$ cat src/rtl/bcd_timekeeper_if.sv
// bcd_timekeeper_if: set buttons and display mode in, BCD digits and status out.
// master drives the controls (board or bench); slave is the timekeeper.
interface bcd_timekeeper_if;
  logic       mode_24h;
  logic       minbtn;
  logic       tenminbtn;
  logic       hrbtn;
  logic [3:0] tenhrout;
  logic [3:0] onehrout;
  logic [3:0] tenminout;
  logic [3:0] oneminout;
  logic [3:0] tensecout;
  logic [3:0] onesecout;
  logic       pm;
  logic       sec_pulse;

  modport master (
    output mode_24h, minbtn, tenminbtn, hrbtn,
    input  tenhrout, onehrout, tenminout, oneminout,
    input  tensecout, onesecout, pm, sec_pulse
  );

  modport slave (
    input  mode_24h, minbtn, tenminbtn, hrbtn,
    output tenhrout, onehrout, tenminout, oneminout,
    output tensecout, onesecout, pm, sec_pulse
  );
endinterface

$ cat src/rtl/bcd_timekeeper.sv
// bcd_timekeeper: prescaled hh:mm:ss clock, 12/24h display, hour/min set buttons.
// Optional macro DEBOUNCE_EN adds a stable-count debouncer on each button.
module bcd_timekeeper #(
  parameter int CLK_DIV         = 100000000,
  parameter int DEBOUNCE_CYCLES = 1000000
) (
  input logic             clk100MHz,
  input logic             rst,
  bcd_timekeeper_if.slave bus
);

  localparam int PW = $clog2(CLK_DIV);
  localparam logic [PW-1:0] PMAX = PW'(CLK_DIV - 1);

  if (CLK_DIV < 2 || DEBOUNCE_CYCLES < 1) begin : g_bad_params
  end

  // bit 0 = minute, bit 1 = ten-minute, bit 2 = hour
  logic [2:0] raw;
  logic [2:0] s1;
  logic [2:0] s2;
  logic [2:0] lvl;
  logic [2:0] lvl_q;
  logic [2:0] armed;
  logic [2:0] press;
  logic [1:0] vld;

  assign raw = {bus.hrbtn, bus.tenminbtn, bus.minbtn};

  // armed blocks a button held through reset until it is seen released
  always_ff @(posedge clk100MHz or posedge rst) begin
    if (rst) begin
      s1    <= '0;
      s2    <= '0;
      vld   <= '0;
      armed <= '0;
      lvl_q <= '0;
    end else begin
      s1    <= raw;
      s2    <= s1;
      vld   <= {vld[0], 1'b1};
      armed <= armed | ({3{vld[1]}} & ~s2);
      lvl_q <= lvl;
    end
  end

`ifdef DEBOUNCE_EN
  localparam int CW = $clog2(DEBOUNCE_CYCLES + 1);
  localparam logic [CW-1:0] CMAX = CW'(DEBOUNCE_CYCLES - 1);

  logic [CW-1:0] cnt [3];
  logic [2:0]    db;

  always_ff @(posedge clk100MHz or posedge rst) begin
    if (rst) begin
      db <= '0;
      for (int i = 0; i < 3; i++) cnt[i] <= '0;
    end else begin
      for (int i = 0; i < 3; i++) begin
        if (s2[i] == db[i]) begin
          cnt[i] <= '0;
        end else if (cnt[i] == CMAX) begin
          db[i]  <= s2[i];
          cnt[i] <= '0;
        end else begin
          cnt[i] <= cnt[i] + 1'b1;
        end
      end
    end
  end

  assign lvl = db;
`else
  assign lvl = s2;
`endif

  assign press = lvl & ~lvl_q & armed;

  logic [PW-1:0] presc;
  logic [3:0]    onesec;
  logic [3:0]    tensec;
  logic [3:0]    onemin;
  logic [3:0]    tenmin;
  logic [4:0]    hr;
  logic          pulse;
  logic          tick;
  logic          c0, c1, c2, c3;

  assign tick = presc == PMAX;
  assign c0   = onesec == 4'd9;
  assign c1   = c0 & (tensec == 4'd5);
  assign c2   = c1 & (onemin == 4'd9);
  assign c3   = c2 & (tenmin == 4'd5);

  // a press preempts a coinciding tick and restarts the second
  always_ff @(posedge clk100MHz or posedge rst) begin
    if (rst) begin
      presc  <= '0;
      onesec <= '0;
      tensec <= '0;
      onemin <= '0;
      tenmin <= '0;
      hr     <= '0;
      pulse  <= 1'b0;
    end else if (|press) begin
      presc  <= '0;
      pulse  <= 1'b0;
      onesec <= '0;
      tensec <= '0;
      if (press[0])
        onemin <= (onemin == 4'd9) ? 4'd0 : onemin + 4'd1;
      if (press[1])
        tenmin <= (tenmin == 4'd5) ? 4'd0 : tenmin + 4'd1;
      if (press[2])
        hr <= (hr == 5'd23) ? 5'd0 : hr + 5'd1;
    end else if (tick) begin
      presc  <= '0;
      pulse  <= 1'b1;
      onesec <= c0 ? 4'd0 : onesec + 4'd1;
      if (c0) tensec <= c1 ? 4'd0 : tensec + 4'd1;
      if (c1) onemin <= c2 ? 4'd0 : onemin + 4'd1;
      if (c2) tenmin <= c3 ? 4'd0 : tenmin + 4'd1;
      if (c3) hr <= (hr == 5'd23) ? 5'd0 : hr + 5'd1;
    end else begin
      presc <= presc + 1'b1;
      pulse <= 1'b0;
    end
  end

  logic [4:0] hdisp;
  logic [3:0] hten;
  logic [3:0] hone;

  always_comb begin
    hdisp = hr;
    if (!bus.mode_24h) begin
      unique case (1'b1)
        (hr == 5'd0): hdisp = 5'd12;
        (hr > 5'd12): hdisp = hr - 5'd12;
        default:      hdisp = hr;
      endcase
    end
    hten = 4'd0;
    hone = hdisp[3:0];
    unique case (1'b1)
      (hdisp >= 5'd20): begin
        hten = 4'd2;
        hone = 4'(hdisp - 5'd20);
      end
      (hdisp >= 5'd10 && hdisp < 5'd20): begin
        hten = 4'd1;
        hone = 4'(hdisp - 5'd10);
      end
      default: ;
    endcase
  end

  assign bus.tenhrout  = hten;
  assign bus.onehrout  = hone;
  assign bus.tenminout = tenmin;
  assign bus.oneminout = onemin;
  assign bus.tensecout = tensec;
  assign bus.onesecout = onesec;
  assign bus.pm        = hr >= 5'd12;
  assign bus.sec_pulse = pulse;

endmodule

$ cat src/flat_wrapper.sv
// flat-port wrapper written by rule: the top's interface ports become plain ports
module bcd_timekeeper_flat 
#(
  parameter int CLK_DIV         = 100000000,
  parameter int DEBOUNCE_CYCLES = 1000000
)
  (clk100MHz, rst, bus_mode_24h, bus_minbtn, bus_tenminbtn, bus_hrbtn, bus_tenhrout, bus_onehrout, bus_tenminout, bus_oneminout, bus_tensecout, bus_onesecout, bus_pm, bus_sec_pulse);
  bcd_timekeeper_if bus_i ();
  input logic clk100MHz;
  input logic rst;
  input wire logic [$bits(bus_i.mode_24h)-1:0] bus_mode_24h;
  input wire logic [$bits(bus_i.minbtn)-1:0] bus_minbtn;
  input wire logic [$bits(bus_i.tenminbtn)-1:0] bus_tenminbtn;
  input wire logic [$bits(bus_i.hrbtn)-1:0] bus_hrbtn;
  output wire logic [$bits(bus_i.tenhrout)-1:0] bus_tenhrout;
  output wire logic [$bits(bus_i.onehrout)-1:0] bus_onehrout;
  output wire logic [$bits(bus_i.tenminout)-1:0] bus_tenminout;
  output wire logic [$bits(bus_i.oneminout)-1:0] bus_oneminout;
  output wire logic [$bits(bus_i.tensecout)-1:0] bus_tensecout;
  output wire logic [$bits(bus_i.onesecout)-1:0] bus_onesecout;
  output wire logic [$bits(bus_i.pm)-1:0] bus_pm;
  output wire logic [$bits(bus_i.sec_pulse)-1:0] bus_sec_pulse;
  assign bus_i.mode_24h = bus_mode_24h;
  assign bus_i.minbtn = bus_minbtn;
  assign bus_i.tenminbtn = bus_tenminbtn;
  assign bus_i.hrbtn = bus_hrbtn;
  assign bus_tenhrout = bus_i.tenhrout;
  assign bus_onehrout = bus_i.onehrout;
  assign bus_tenminout = bus_i.tenminout;
  assign bus_oneminout = bus_i.oneminout;
  assign bus_tensecout = bus_i.tensecout;
  assign bus_onesecout = bus_i.onesecout;
  assign bus_pm = bus_i.pm;
  assign bus_sec_pulse = bus_i.sec_pulse;
  bcd_timekeeper #(.CLK_DIV(CLK_DIV), .DEBOUNCE_CYCLES(DEBOUNCE_CYCLES)) u_core (.clk100MHz(clk100MHz), .rst(rst), .bus(bus_i));
endmodule
$ cat config.mk
export PLATFORM = sky130hd
export DESIGN_NAME = bcd_timekeeper_flat
export DESIGN_NICKNAME = d
export VERILOG_FILES = /design/src/rtl/bcd_timekeeper_if.sv /design/src/rtl/bcd_timekeeper.sv /design/src/flat_wrapper.sv
export SDC_FILE = /design/constraint.sdc
export NUM_CORES = 1
export LEC_CHECK = 0
export ABC_AREA = 1
export CAP_MARGIN = 25
export CORE_AREA = 8 8 92 94
export CTS_BUF_LIST = sky130_fd_sc_hd__clkbuf_8
export DETAILED_ROUTE_END_ITERATION = 6
export DIE_AREA = 0 0 100 102
export PLACE_DENSITY_LB_ADDON = 0.05
export SKIP_LAST_GASP = 1
export SLEW_MARGIN = 10
export SYNTH_ARGS = -nofsm -noshare
export SYNTH_HDL_FRONTEND = slang
export SYNTH_SLANG_ARGS = --single-unit
$ cat constraint.sdc
create_clock -name clk100MHz -period 2.9 [get_ports clk100MHz]
set_input_delay 0.58 -clock clk100MHz [delete_from_list [all_inputs] [get_ports clk100MHz]]
set_output_delay 0.58 -clock clk100MHz [all_outputs]
set_load 0.02 [all_outputs]
==> impl_metrics.py <==
metrics = {
    "outcome": {
        "status": "finished, final reports clean",
    },
    "detailed_routing": {
        "wl_um": 8810,
        "dr.pass1.iters": 6,
        "drc_errors": 0,
        "routed-via-count": 3414,
        "dr.first_iter.drc_count": 177,
        "wire_per_inst_um": 13.3,
        "avgViaCountPerCell": 5.16,
        "ant_nets": 0,
    },
    "logic_synthesis": {
        "synthFlopType": "dfrtp_1",
        "synth_compound_area_share_pct": 6.66,
        "yosysSeqAreaShare_pct": 41.7,
        "syn_avg_cell_area_um2": 7.71,
        "syn_inst": 490,
        "ys_seq_elements": 63,
        "synth-simple-area-share_pct": 33.8,
        "yosysWarningCount": 0,
        "async_flop_share_pct": 100,
        "synth-adder-area-share_pct": 5.63,
        "netlist_area_mm2": 0.00378,
        "synth_top_family_by_area": "simple AND/OR/NAND/NOR gates",
        "yosys.area_share.xor_xnor_pct": 3.94,
        "synth_cell_types": 35,
        "synth_mux_area_share_pct": 0,
        "synth_edf_count": 0,
    },
    "clock_tree": {
        "cts_hold_buf": 0,
        "clk_pin_slew_worst_paths_ns": 0.08,
        "clockRootBuffer": "clkbuf_8",
        "max-clock-path-buffers": 2,
        "cts-htree-levels": 3,
        "cts_tree": "done",
        "tritoncts.num_buffers": 9,
        "cts_sinks": 63,
        "clock_latency_ns": 0.33,
    },
    "pwr": {
        "pwr-share-clk_pct": 21.9,
        "power.switching_mw": 1.56,
        "power_leakage_nw": 2.25,
        "intPower_mw": 2.44,
        "switching_share_pct": 38.9,
        "seq_power_share_pct": 27.8,
        "irDropWorstVdd_mv": 0.546,
        "powerDensity_mw_per_mm2": 829,
        "p_comb_share_pct": 50.2,
    },
    "worst_setup_path": {
        "cp_slowest_cell": "dfrtp_2",
        "max_stage_delay_ns": 0.45,
        "worstSetupPathType": "reg -> out",
        "crit_required_ns": 2.32,
        "cp_data_arrival_time_ns": 2.32,
        "worstPathCellList": "ha_4 -> nand3_4 -> nand3_2 -> nand3_2 -> nand2_2 -> inv_2 -> ha_4 -> nand2_1 -> nand3b_1 -> nand2_1 -> inv_2 -> nand2_4 -> nand2_4 -> o21ai_2 -> buf_6",
        "crit_path_max_fanout": 4,
        "rr_worst_depth": 10,
        "endpoint_kind": "output port",
        "worstSetupStartpointType": "flop",
    },
    "timing": {
        "tightest_slew_ns": 0.500,
        "rsz0062_at_grt": "yes",
        "hold_slack_ns": 0.350,
        "hold_violations": 0,
        "min_period_ns": 2.90,
        "fin_skew_ns": 0.00723,
        "slew_headroom_pct": 66.6,
        "fmax_ghz": 0.345,
        "period_share_pct": 99.8,
        "maxSlewViolCount": 0,
        "setup_violations": 0,
    },
    "floorplan": {
        "die_w_um": 100,
        "ios": 32,
        "core_mm2": 0.00706,
        "start_util_pct": 53.5,
        "rows": 31,
        "dieArea_mm2": 0.0102,
        "die_h_um": 102,
    },
    "global_routing": {
        "grt_max_degree": 42,
        "overflow": 0,
        "antenna_found_initial": 0,
        "grt_pass1_wl_um": 14800,
        "grtUsageTotal_pct": 17.8,
        "grt_pass1_vias": 3356,
    },
    "layout": {
        "diodes": 0,
        "final_layout_size_suffix_gt1_share_pct": 22.4,
        "area_delta_synth_final_pct": 27.6,
        "fin_area_mm2": 0.00482,
        "layout_commonest_cell": "nand2_1",
        "num-nets-final": 581,
        "layout_common_cells": "96 x nand2_1, 61 x dfrtp_1, 52 x nor2_1, 49 x inv_1, 44 x nand3_1",
    },
    "placement": {
        "place_area_mm2": 0.00433,
        "io_buffers": 29,
        "routabilityCongestion": 0.873,
        "dp_hpwl_um": 6260,
    },
    "run": {
        "cap_violations": 0,
    },
    "worst_hold_path": {
        "hold_class": "reg -> reg",
        "min_path_cells": 0,
    },
}
-- area by class of cell --
| type | count | area, µm² |
|---|---|---|
| Clock buffer | 9 | 124 |
| Inverter | 63 | 236 |
| Clock inverter | 7 | 104 |
| Sequential cell | 63 | 1580 |
| Timing Repair Buffer | 64 | 574 |
| Fill cell | 592 | 2240 |
| Tap cell | 99 | 124 |
| Multi-Input combinational cell | 357 | 2080 |
-- logic make-up after synthesis --
| logic type | Yosys count |
|---|---|
| simple gates | 275 |
| fa+ha+maj | 17 |
| xor+xnor | 17 |
| compound gates | 45 |
| other cells | 2 |
| buf+inv | 71 |
| flops | 63 |
-- metal layers --
metal | track usage [%] | routed length, µm | vias to the layer above
met5 | 0 | 0 | -
met4 | 6.40 | 121 | 0
met3 | 3.00 | 330 | 16
met2 | 29.8 | 4280 | 87
met1 | 22.6 | 4080 | 1600
li1 | - | - | 1711
-- power groups by stage --
stage | logic (mW) | registers, mW | clock network (mW)
after floorplan | 0.813 | 1.19 | 0
after global placement | 1.54 | 1.11 | 0
after detailed placement | 1.58 | 1.12 | 0
after CTS | 1.70 | 1.10 | 0.893
after global routing | 2.21 | 1.13 | 0.931
final | 2.01 | 1.11 | 0.875
-- worst max-delay path, delay by kind of cell, from the launching register on --
family          cells  cell delay [ns]
fa+ha+maj           2             0.29
compound gates      1             0.15
flops               1             0.45
simple gates        9             0.81
buf+inv             3             0.25
-- cells in the mapped netlist, types with 2 or more instances --
cell type / number / area share, %
o21ai_0: 8 / 1.1
nand3_1: 52 / 6.9
nor2_4: 4 / 1.2
inv_1: 60 / 6.0
dfrtp_1: 63 / 42
nor2_2: 2 / 0.33
nor2_1: 55 / 5.5
ha_1: 17 / 5.6
nor4_1: 4 / 0.66
buf_4: 3 / 0.60
xnor2_1: 3 / 0.70
buf_2: 2 / 0.27
o21bai_1: 3 / 0.60
buf_8: 2 / 0.80
nand2_1: 109 / 11
nor3_1: 22 / 2.9
conb_1: 2 / 0.20
a21oi_1: 16 / 2.1
nand3b_1: 5 / 0.99
nand2_2: 11 / 1.8
a31oi_1: 2 / 0.33
nand4_1: 5 / 0.83
inv_2: 3 / 0.30
xor2_1: 14 / 3.2
o21ai_1: 13 / 1.7
-- timing repair --
item	in CTS	in global routing
setup buffers	4	6
resized for setup	43	43
pin swaps	7	18
endpoints found under the setup margin	5	6
-- flip-flops by register name, indices dropped and copies added, names as in the netlist, 3 cells and up --
register,count
u_core.armed,3
u_core.presc,27
u_core.s1,3
u_core.bus.oneminout,4
u_core.bus.tenminout,4
u_core.bus.tensecout,4
u_core.bus.onesecout,4
u_core.lvl_q,3
u_core.hr,5
u_core.lvl,3
-- final timing paths --
path                       slack (ns)                       to       startpoint
max                             0.005          bus_onehrout[1]     u_core.hr[2]
min                              0.35            u_core.lvl[1]     u_core.s1[1]
max reg2reg                      0.89  u_core.bus.oneminout[0]  u_core.presc[0]
min reg2reg                      0.35            u_core.lvl[1]     u_core.s1[1]
max in group asynchronous        1.69             u_core.hr[2]              rst
min in group asynchronous        0.59            u_core.vld[1]              rst
-- stage by stage --
step           TNS, ns  instances  worst slack, ns  utilization (%)  total power [mW]
6_report             0        662          0.00461             68.3              3.99
3_3_place_gp     -2.39        636           -0.541             61.3              2.65
3_5_place_dp     -2.86        636           -0.632             61.3              2.70
2_1_floorplan        0        491            0.209                -              2.01
5_1_grt         -0.612        662           -0.164             68.3              4.27
4_1_cts        -0.0121        656         -0.00749             65.6              3.70
Note: power is estimated with default switching activity, not from simulation.
